$ cat config.mk
export PLATFORM = sky130hd
export DESIGN_NAME = hilo_ctrl
export DESIGN_NICKNAME = d
export VERILOG_FILES = /design/src/rtl/hilo_ctrl_pkg.sv /design/src/rtl/hilo_ctrl_mul.sv /design/src/rtl/hilo_ctrl.sv
export SDC_FILE = /design/constraint.sdc
export NUM_CORES = 2
export LEC_CHECK = 0
export BUFFER_PORTS_ARGS = -buffer_cell sky130_fd_sc_hd__buf_2
export CORE_UTILIZATION = 40
export DETAILED_ROUTE_END_ITERATION = 7
export PLACE_DENSITY = 0.55
export SYNTH_ARGS = -nofsm -noshare
export SYNTH_HDL_FRONTEND = slang
export SYNTH_SLANG_ARGS = --single-unit
$ cat constraint.sdc
create_clock -name clk -period 13.05 [get_ports clk]
set_clock_uncertainty 0.2 [all_clocks]
set_input_delay 3.2625 -clock clk [delete_from_list [all_inputs] [get_ports clk]]
set_output_delay 3.2625 -clock clk [all_outputs]
set_load 0.05 [all_outputs]
$ cat src/rtl/hilo_ctrl_pkg.sv
// Shared definitions for the HI/LO sequencer: EX-stage operation codes
// and small decode helpers used by the controller and its testbench.
package hilo_ctrl_pkg;

  localparam logic [2:0] HILO_OP_NONE  = 3'd0;
  localparam logic [2:0] HILO_OP_MULT  = 3'd1;
  localparam logic [2:0] HILO_OP_MULTU = 3'd2;
  localparam logic [2:0] HILO_OP_DIV   = 3'd3;
  localparam logic [2:0] HILO_OP_DIVU  = 3'd4;
  localparam logic [2:0] HILO_OP_MTHI  = 3'd5;
  localparam logic [2:0] HILO_OP_MTLO  = 3'd6;

  function automatic logic is_mul_op(input logic [2:0] op);
    return (op == HILO_OP_MULT) || (op == HILO_OP_MULTU);
  endfunction

  function automatic logic is_div_op(input logic [2:0] op);
    return (op == HILO_OP_DIV) || (op == HILO_OP_DIVU);
  endfunction

endpackage

$ cat src/rtl/hilo_ctrl_mul.sv
// Registered 32x32 multiplier; signed or unsigned, captured only when enabled
// so the product stays stable while the controller counts out the latency.
module hilo_mul
  import hilo_ctrl_pkg::*;
(
  input  logic        clk,
  input  logic        rst,
  input  logic        en,
  input  logic        is_signed,
  input  logic [31:0] a,
  input  logic [31:0] b,
  output logic [63:0] product
);

  logic signed [32:0] a_ext;
  logic signed [32:0] b_ext;
  logic signed [65:0] full;

  // A 33-bit signed multiply covers both modes: the extra top bit is the
  // sign for MULT and a forced zero for MULTU.
  assign a_ext = {is_signed & a[31], a};
  assign b_ext = {is_signed & b[31], b};
  assign full  = a_ext * b_ext;

  // Capture the product on accept; hold it until the next accepted multiply.
  always_ff @(posedge clk or negedge rst) begin
    if (!rst) begin
      product <= '0;
    end else if (en) begin
      product <= full[63:0];
    end
  end

endmodule

$ cat src/rtl/hilo_ctrl.sv
// HI/LO register owner: schedules multiply, divide and move-to-HI/LO from EX,
// drives the external divider handshake and stalls the pipe while busy.
module hilo_ctrl
  import hilo_ctrl_pkg::*;
#(
  parameter int MUL_LATENCY = 2,
  parameter int DIV_TIMEOUT = 40
) (
  input  logic        clk,
  input  logic        rst,
  input  logic        flushE,
  input  logic        op_valid,
  input  logic [2:0]  op,
  input  logic [31:0] a,
  input  logic [31:0] b,
  output logic        stall_o,
  output logic        div_start,
  output logic        div_signed,
  output logic [31:0] div_opa,
  output logic [31:0] div_opb,
  output logic        div_cancel,
  input  logic        div_ready,
  input  logic [63:0] div_result,
  output logic [63:0] hilo_o,
  output logic        busy_o,
  output logic        div_timeout_o
);

  localparam int DIV_CNT_W = $clog2(DIV_TIMEOUT + 1);

  typedef enum logic [1:0] {
    ST_IDLE,
    ST_MUL_WAIT,
    ST_DIV_WAIT
  } state_t;

  state_t               state_q, state_d;
  logic [2:0]           mul_cnt_q;
  logic [DIV_CNT_W-1:0] div_cnt_q;
  logic [63:0]          product;

  logic mul_en, mul_signed, mul_done;
  logic div_go, div_done, div_abort, timeout_set;
  logic hi_we, lo_we, timeout_hit;

  // The last permitted DIV_WAIT cycle; the cancel then lands exactly
  // DIV_TIMEOUT cycles after the start pulse.
  assign timeout_hit = (div_cnt_q == DIV_CNT_W'(DIV_TIMEOUT - 1));
  assign busy_o      = (state_q != ST_IDLE);

  hilo_mul u_mul (
    .clk       (clk),
    .rst       (rst),
    .en        (mul_en),
    .is_signed (mul_signed),
    .a         (a),
    .b         (b),
    .product   (product)
  );

  // State register; a mid-operation reset simply drops back to IDLE.
  always_ff @(posedge clk or negedge rst) begin
    if (!rst) begin
      state_q <= ST_IDLE;
    end else begin
      state_q <= state_d;
    end
  end

  // Next state, stall and per-cycle datapath strobes; flush always wins.
  always_comb begin
    state_d     = state_q;
    stall_o     = 1'b0;
    mul_en      = 1'b0;
    mul_signed  = 1'b0;
    mul_done    = 1'b0;
    div_go      = 1'b0;
    div_done    = 1'b0;
    div_abort   = 1'b0;
    timeout_set = 1'b0;
    hi_we       = 1'b0;
    lo_we       = 1'b0;
    case (state_q)
      ST_IDLE: begin
        if (op_valid && !flushE) begin
          if (is_mul_op(op)) begin
            mul_en     = 1'b1;
            mul_signed = (op == HILO_OP_MULT);
            stall_o    = 1'b1;
            state_d    = ST_MUL_WAIT;
          end else if (is_div_op(op) && (b != 32'd0)) begin
            div_go  = 1'b1;
            stall_o = 1'b1;
            state_d = ST_DIV_WAIT;
          end else if (op == HILO_OP_MTHI) begin
            hi_we = 1'b1;
          end else if (op == HILO_OP_MTLO) begin
            lo_we = 1'b1;
          end
        end
      end
      ST_MUL_WAIT: begin
        if (flushE) begin
          state_d = ST_IDLE;
        end else if (mul_cnt_q == 3'd0) begin
          mul_done = 1'b1;
          state_d  = ST_IDLE;
        end else begin
          stall_o = 1'b1;
        end
      end
      ST_DIV_WAIT: begin
        if (flushE) begin
          div_abort = 1'b1;
          state_d   = ST_IDLE;
        end else if (div_ready) begin
          div_done = 1'b1;
          state_d  = ST_IDLE;
        end else if (timeout_hit) begin
          div_abort   = 1'b1;
          timeout_set = 1'b1;
          state_d     = ST_IDLE;
        end else begin
          stall_o = 1'b1;
        end
      end
      default: begin
        state_d = ST_IDLE;
      end
    endcase
  end

  // Latency and watchdog counters.
  always_ff @(posedge clk or negedge rst) begin
    if (!rst) begin
      mul_cnt_q <= '0;
      div_cnt_q <= '0;
    end else begin
      if (mul_en) begin
        mul_cnt_q <= 3'(MUL_LATENCY - 1);
      end else if (state_q == ST_MUL_WAIT && mul_cnt_q != 3'd0) begin
        mul_cnt_q <= mul_cnt_q - 3'd1;
      end
      if (div_go) begin
        div_cnt_q <= '0;
      end else if (state_q == ST_DIV_WAIT) begin
        div_cnt_q <= div_cnt_q + DIV_CNT_W'(1);
      end
    end
  end

  // Divider handshake: registered pulses and operands held for the whole divide.
  always_ff @(posedge clk or negedge rst) begin
    if (!rst) begin
      div_start     <= 1'b0;
      div_cancel    <= 1'b0;
      div_signed    <= 1'b0;
      div_opa       <= '0;
      div_opb       <= '0;
      div_timeout_o <= 1'b0;
    end else begin
      div_start     <= div_go;
      div_cancel    <= div_abort;
      div_timeout_o <= div_timeout_o | timeout_set;
      if (div_go) begin
        div_signed <= (op == HILO_OP_DIV);
        div_opa    <= a;
        div_opb    <= b;
      end
    end
  end

  // HI/LO update: completed multiply or divide, or a direct move.
  always_ff @(posedge clk or negedge rst) begin
    if (!rst) begin
      hilo_o <= '0;
    end else if (mul_done) begin
      hilo_o <= product;
    end else if (div_done) begin
      hilo_o <= div_result;
    end else if (hi_we) begin
      hilo_o[63:32] <= a;
    end else if (lo_we) begin
      hilo_o[31:0] <= a;
    end
  end

endmodule
==> results.md <==
- The final route contains 35696 vias.
- The flow ran to the end, and the final reports show no timing, DRC or antenna violations.
- The worst flop-to-flop path endpoint is u_mul.product[56]$_DFFE_PN0P_.
- The number of enable-type register cells in the synthesized netlist is 0.
- The number of cells in the design after placement is around 6800.
- For this run, the top clock speed supported by timing is ~84 MHz.
- The most numerous cell type found on the critical path is fa_1.
- The number of max-slew violations in the final report is 0.
- For the final routed database, the setup TNS stands at 0 ns.
- In the final routed layout, each cell accounts on average for between 20 and 25 um.
- Measured in cells, the most critical reg-to-reg path has a length of 29.
- The area of the mapped netlist is about 47000 um2.
- The worst setup path is captured at a flop.
- The area share of and/or/nand/nor cells after synthesis is 16.6%.
- Yosys printed 0 warnings.
- In this design, the stage delay of the slowest critical-path cell is 0.62 ns.
- The sort of element at the start of the critical path is an input port.
- The floorplan row count is between 100 and 150.
- The clock latency on the worst-skew pair is roughly 0.54 ns.
- The area of the core is around 120000 um2.
- In the layout the commonest cells are 1125 x fa_1, 1122 x inv_1, 1088 x nand2_1, 345 x and2_1, 268 x buf_2.
- For this run, the total global-route usage over all layers was measured as 27.1%.
- Buffers inserted to repair hold after CTS numbered 0.
- The master cell of the clock root buffer is clkbuf_16.
- The number of DRC markers in iteration 0 is between 2000 and 2500.
- TritonCTS built the clock tree.
- The prevailing post-synth register cell is dfrtp_1.
- The clock transition at the registers of the reported paths is around 0.06 ns.
- In this run the number of H-tree levels came out at 1.
- For hold timing, the worst endpoint is div_opa[12]$_DFFE_PN0P_.
- Gates resized during post-CTS repair numbered 0.
- The slowest stage of the critical path is the fa_1 cell.
- The number of ports placed on the die boundary is 270.
- The most common library cell in the layout ignoring fill and taps is fa_1.
- The detailed-routing iteration count for the pre-antenna-repair pass is 5.
- The min-delay analysis places its worst path in the category flop to flop.
- The congestion estimate from routability-driven global placement came to around 0.9.
- The net count after synthesis is 6766.
- The initial antenna violation count is 14.
- The height of the die is roughly 350 um.
- Data arrives at the worst endpoint at approximately 12 ns.
- The total count of hold-check failures in the final report is 0.
- The total CTS buffers is 24.
- Setup violations remaining at the end of the flow were counted as 0.
- The clock net in this run drives a total of 207 sinks.
- The synthesized netlist devotes 5.75% of its cell area to compound gates.
- The synthesized area divided by synthesized cell count is a little under 9 um2.
- The first global-routing pass estimated around 240000 um of wire.
- Summed over all layers, the routed wires come to between 150000 and 200000 um.
- Relative to the synthesized area, the layout overhead comes to 7.64%.
- The horizontal extent of the die is 345 um.
- The multiplexer share of the synthesized area is 0.0452%.
- The proportion of synthesized chip area in sequential cells is 11.0%.
- Measured against its own limit, the worst slew margin works out to 25.0%.
- The most area-hungry cell type in the Yosys netlist is fa_1.
- After the flow finishes, the layout carries non-filler instances totaling 6886.
- The overall die area is between 100000 and 150000 um2.
- The count of buffers added on input and output ports is between 200 and 300.
- The area share of the largest cell type after synthesis is between 40% and 50%.
- The setup check on the worst reg-to-reg path leaves a slack of ~3.4 ns.
- The distinct cell type count after synthesis is between 60 and 70.
- Counting instances, the worst hold path has a depth of 2.
- The total overflow left after global routing is 0.
- The count of maximum capacitance violations is 0.
- The number of remaining DRC errors is 0.
- The via count of the first global-routing pass was around 39000.
- Of the total synthesized cell area, the portion taken by full adders, half adders and majority gates is a little over half.
- The startpoint identified for the worst register-to-register timing path is state_q[1]$_DFFE_PN0P_.
- The time the worst path needs with I/O delays and setup is roughly 12 ns.
- The biggest fanout along the worst timing path is 10.
- The largest family of logic cells by synthesized area is adder cells.
- After synthesis, the cell types taking the most area are fa_1 48%, dfrtp_1 11%, inv_1 8.9%.
- For the worst setup path, the data required time is 13.25 ns.
- The largest net degree at the start of global routing is just under 90.
- The post-synthesis xor/xnor area fraction is ~1.4%.
- Once the floorplan was initialized, standard cells occupied between 40% and 50% of the core.
- After layout, the worst path uses between 90% and 100% of the clock period.
- The clock passes through at most 3 buffers.
- After synthesis the netlist holds a flip-flop and latch count of ~210.
- The residual antenna-violating net count after detailed routing is 0.
- The layout cell share with drive strength beyond 1 is between 8 and 9%.
- Dividing the detail-routed via count by the number of cells gives about 5.2.
- Counting the fill cells in the layout gives 11590.
- Setup repair after global routing left no endpoint under its margin.
- By startpoint and endpoint, the worst setup path is classified as input port to flop.
- After legalization and detailed placement, the total HPWL measured between 100000 and 150000 um.
- For the pin with the worst max-slew slack, the measured transition is 1.12 ns.
- For this run, the post-layout net count is between 6000 and 7000.
- The number of buffers inserted to repair setup after CTS is 0.
- The post-synthesis async set-or-reset flop share is between 90% and 100%.
- The launch instance of the worst min-delay path is div_opa[12]$_DFFE_PN0P_.
- The number of instances in the synthesized netlist is ~5300.
[synthesized netlist by cell type (all sizes together), types with 7 or more instances]
master,instances
nand2,1088
clkbuf,315
o21ai,150
nand3,29
dfrtp,207
nand2b,8
o21bai,10
a211oi,7
a21oi,197
a21o,46
nor4,11
a31oi,12
fa,1125
buf,20
ha,215
nor2b,39
and2,346
xor2,30
inv,1123
nor2,139
nand4,21
nor3,11
xnor2,47
and3,26
or2,10
[worst max path at each step]
| stage | start | to | slack [ns] | cells past startpoint |
|---|---|---|---|---|
| floorplan | flushE | u_mul.product[60]$_DFFE_PN0P_ | 1.30 | 29 |
| finish | flushE | u_mul.product[56]$_DFFE_PN0P_ | 1.09 | 30 |
| CTS | flushE | u_mul.product[56]$_DFFE_PN0P_ | 1.03 | 30 |
| global route | flushE | u_mul.product[56]$_DFFE_PN0P_ | 0.66 | 30 |
| detailed placement | flushE | u_mul.product[56]$_DFFE_PN0P_ | 0.50 | 30 |
| global placement | flushE | u_mul.product[56]$_DFFE_PN0P_ | 0.61 | 30 |
[cell type report]
type | count | area (um2) | share of cell area (%)
clock buffer | 35 | 742 | 1.46
clock inverter | 8 | 111 | 0.220
tap | 1524 | 1910 | 3.76
antenna | 4 | 10.0 | 0.0197
inverter | 1123 | 4220 | 8.32
timing repair buffer | 360 | 2060 | 4.07
multi-input combinational | 3625 | 36500 | 71.9
sequential | 207 | 5180 | 10.2
[critical path: cells and delay by family]
kind	cells	cell delay, ns
buffers and inverters	8	1.15
and+or+nand+nor	4	1.13
xor gates and xnor gates	1	0.18
adders and majority gates	9	4.53
AOI/OAI and AO/OA	8	1.90
[state kept, by name, indices dropped and copies added, names as in the netlist]
name           flops
div_timeout_o      1
div_opb           32
div_start          1
hilo_o            64
mul_cnt_q          3
div_cnt_q          6
div_cancel         1
u_mul.product     64
state_q            2
div_opa           32
div_signed         1
[cells by family after synthesis]
| logic type | after synthesis |
|---|---|
| AND/OR/NAND/NOR | 1739 |
| buffers and inverters | 1458 |
| adder cells (fa/ha/maj) | 1340 |
| AO/OA/AOI/OAI | 467 |
| flip-flops | 207 |
| XOR/XNOR | 77 |
| multiplexers | 2 |
[per-stage QoR]
step           area (um2)  util (%)  worst slack, ns  hold slack, ns
4_1_cts             50700      43.5             1.03           0.274
3_3_place_gp        49800      42.8            0.610           0.255
5_1_grt             50700      43.5            0.660           0.290
2_1_floorplan       47100         -             1.30           0.239
6_report            50700      43.5             1.09           0.270
3_5_place_dp        49800      42.8            0.503           0.258
[metal layers]
metal  wire (um)  track usage (%)
met3        9650             3.31
met5          52                0
met1       65500             36.1
met2       77000             46.5
met4        5140             7.40
Power is not shown: default switching activity piles up to over one toggle a cycle in this logic, so the estimate is an artifact.
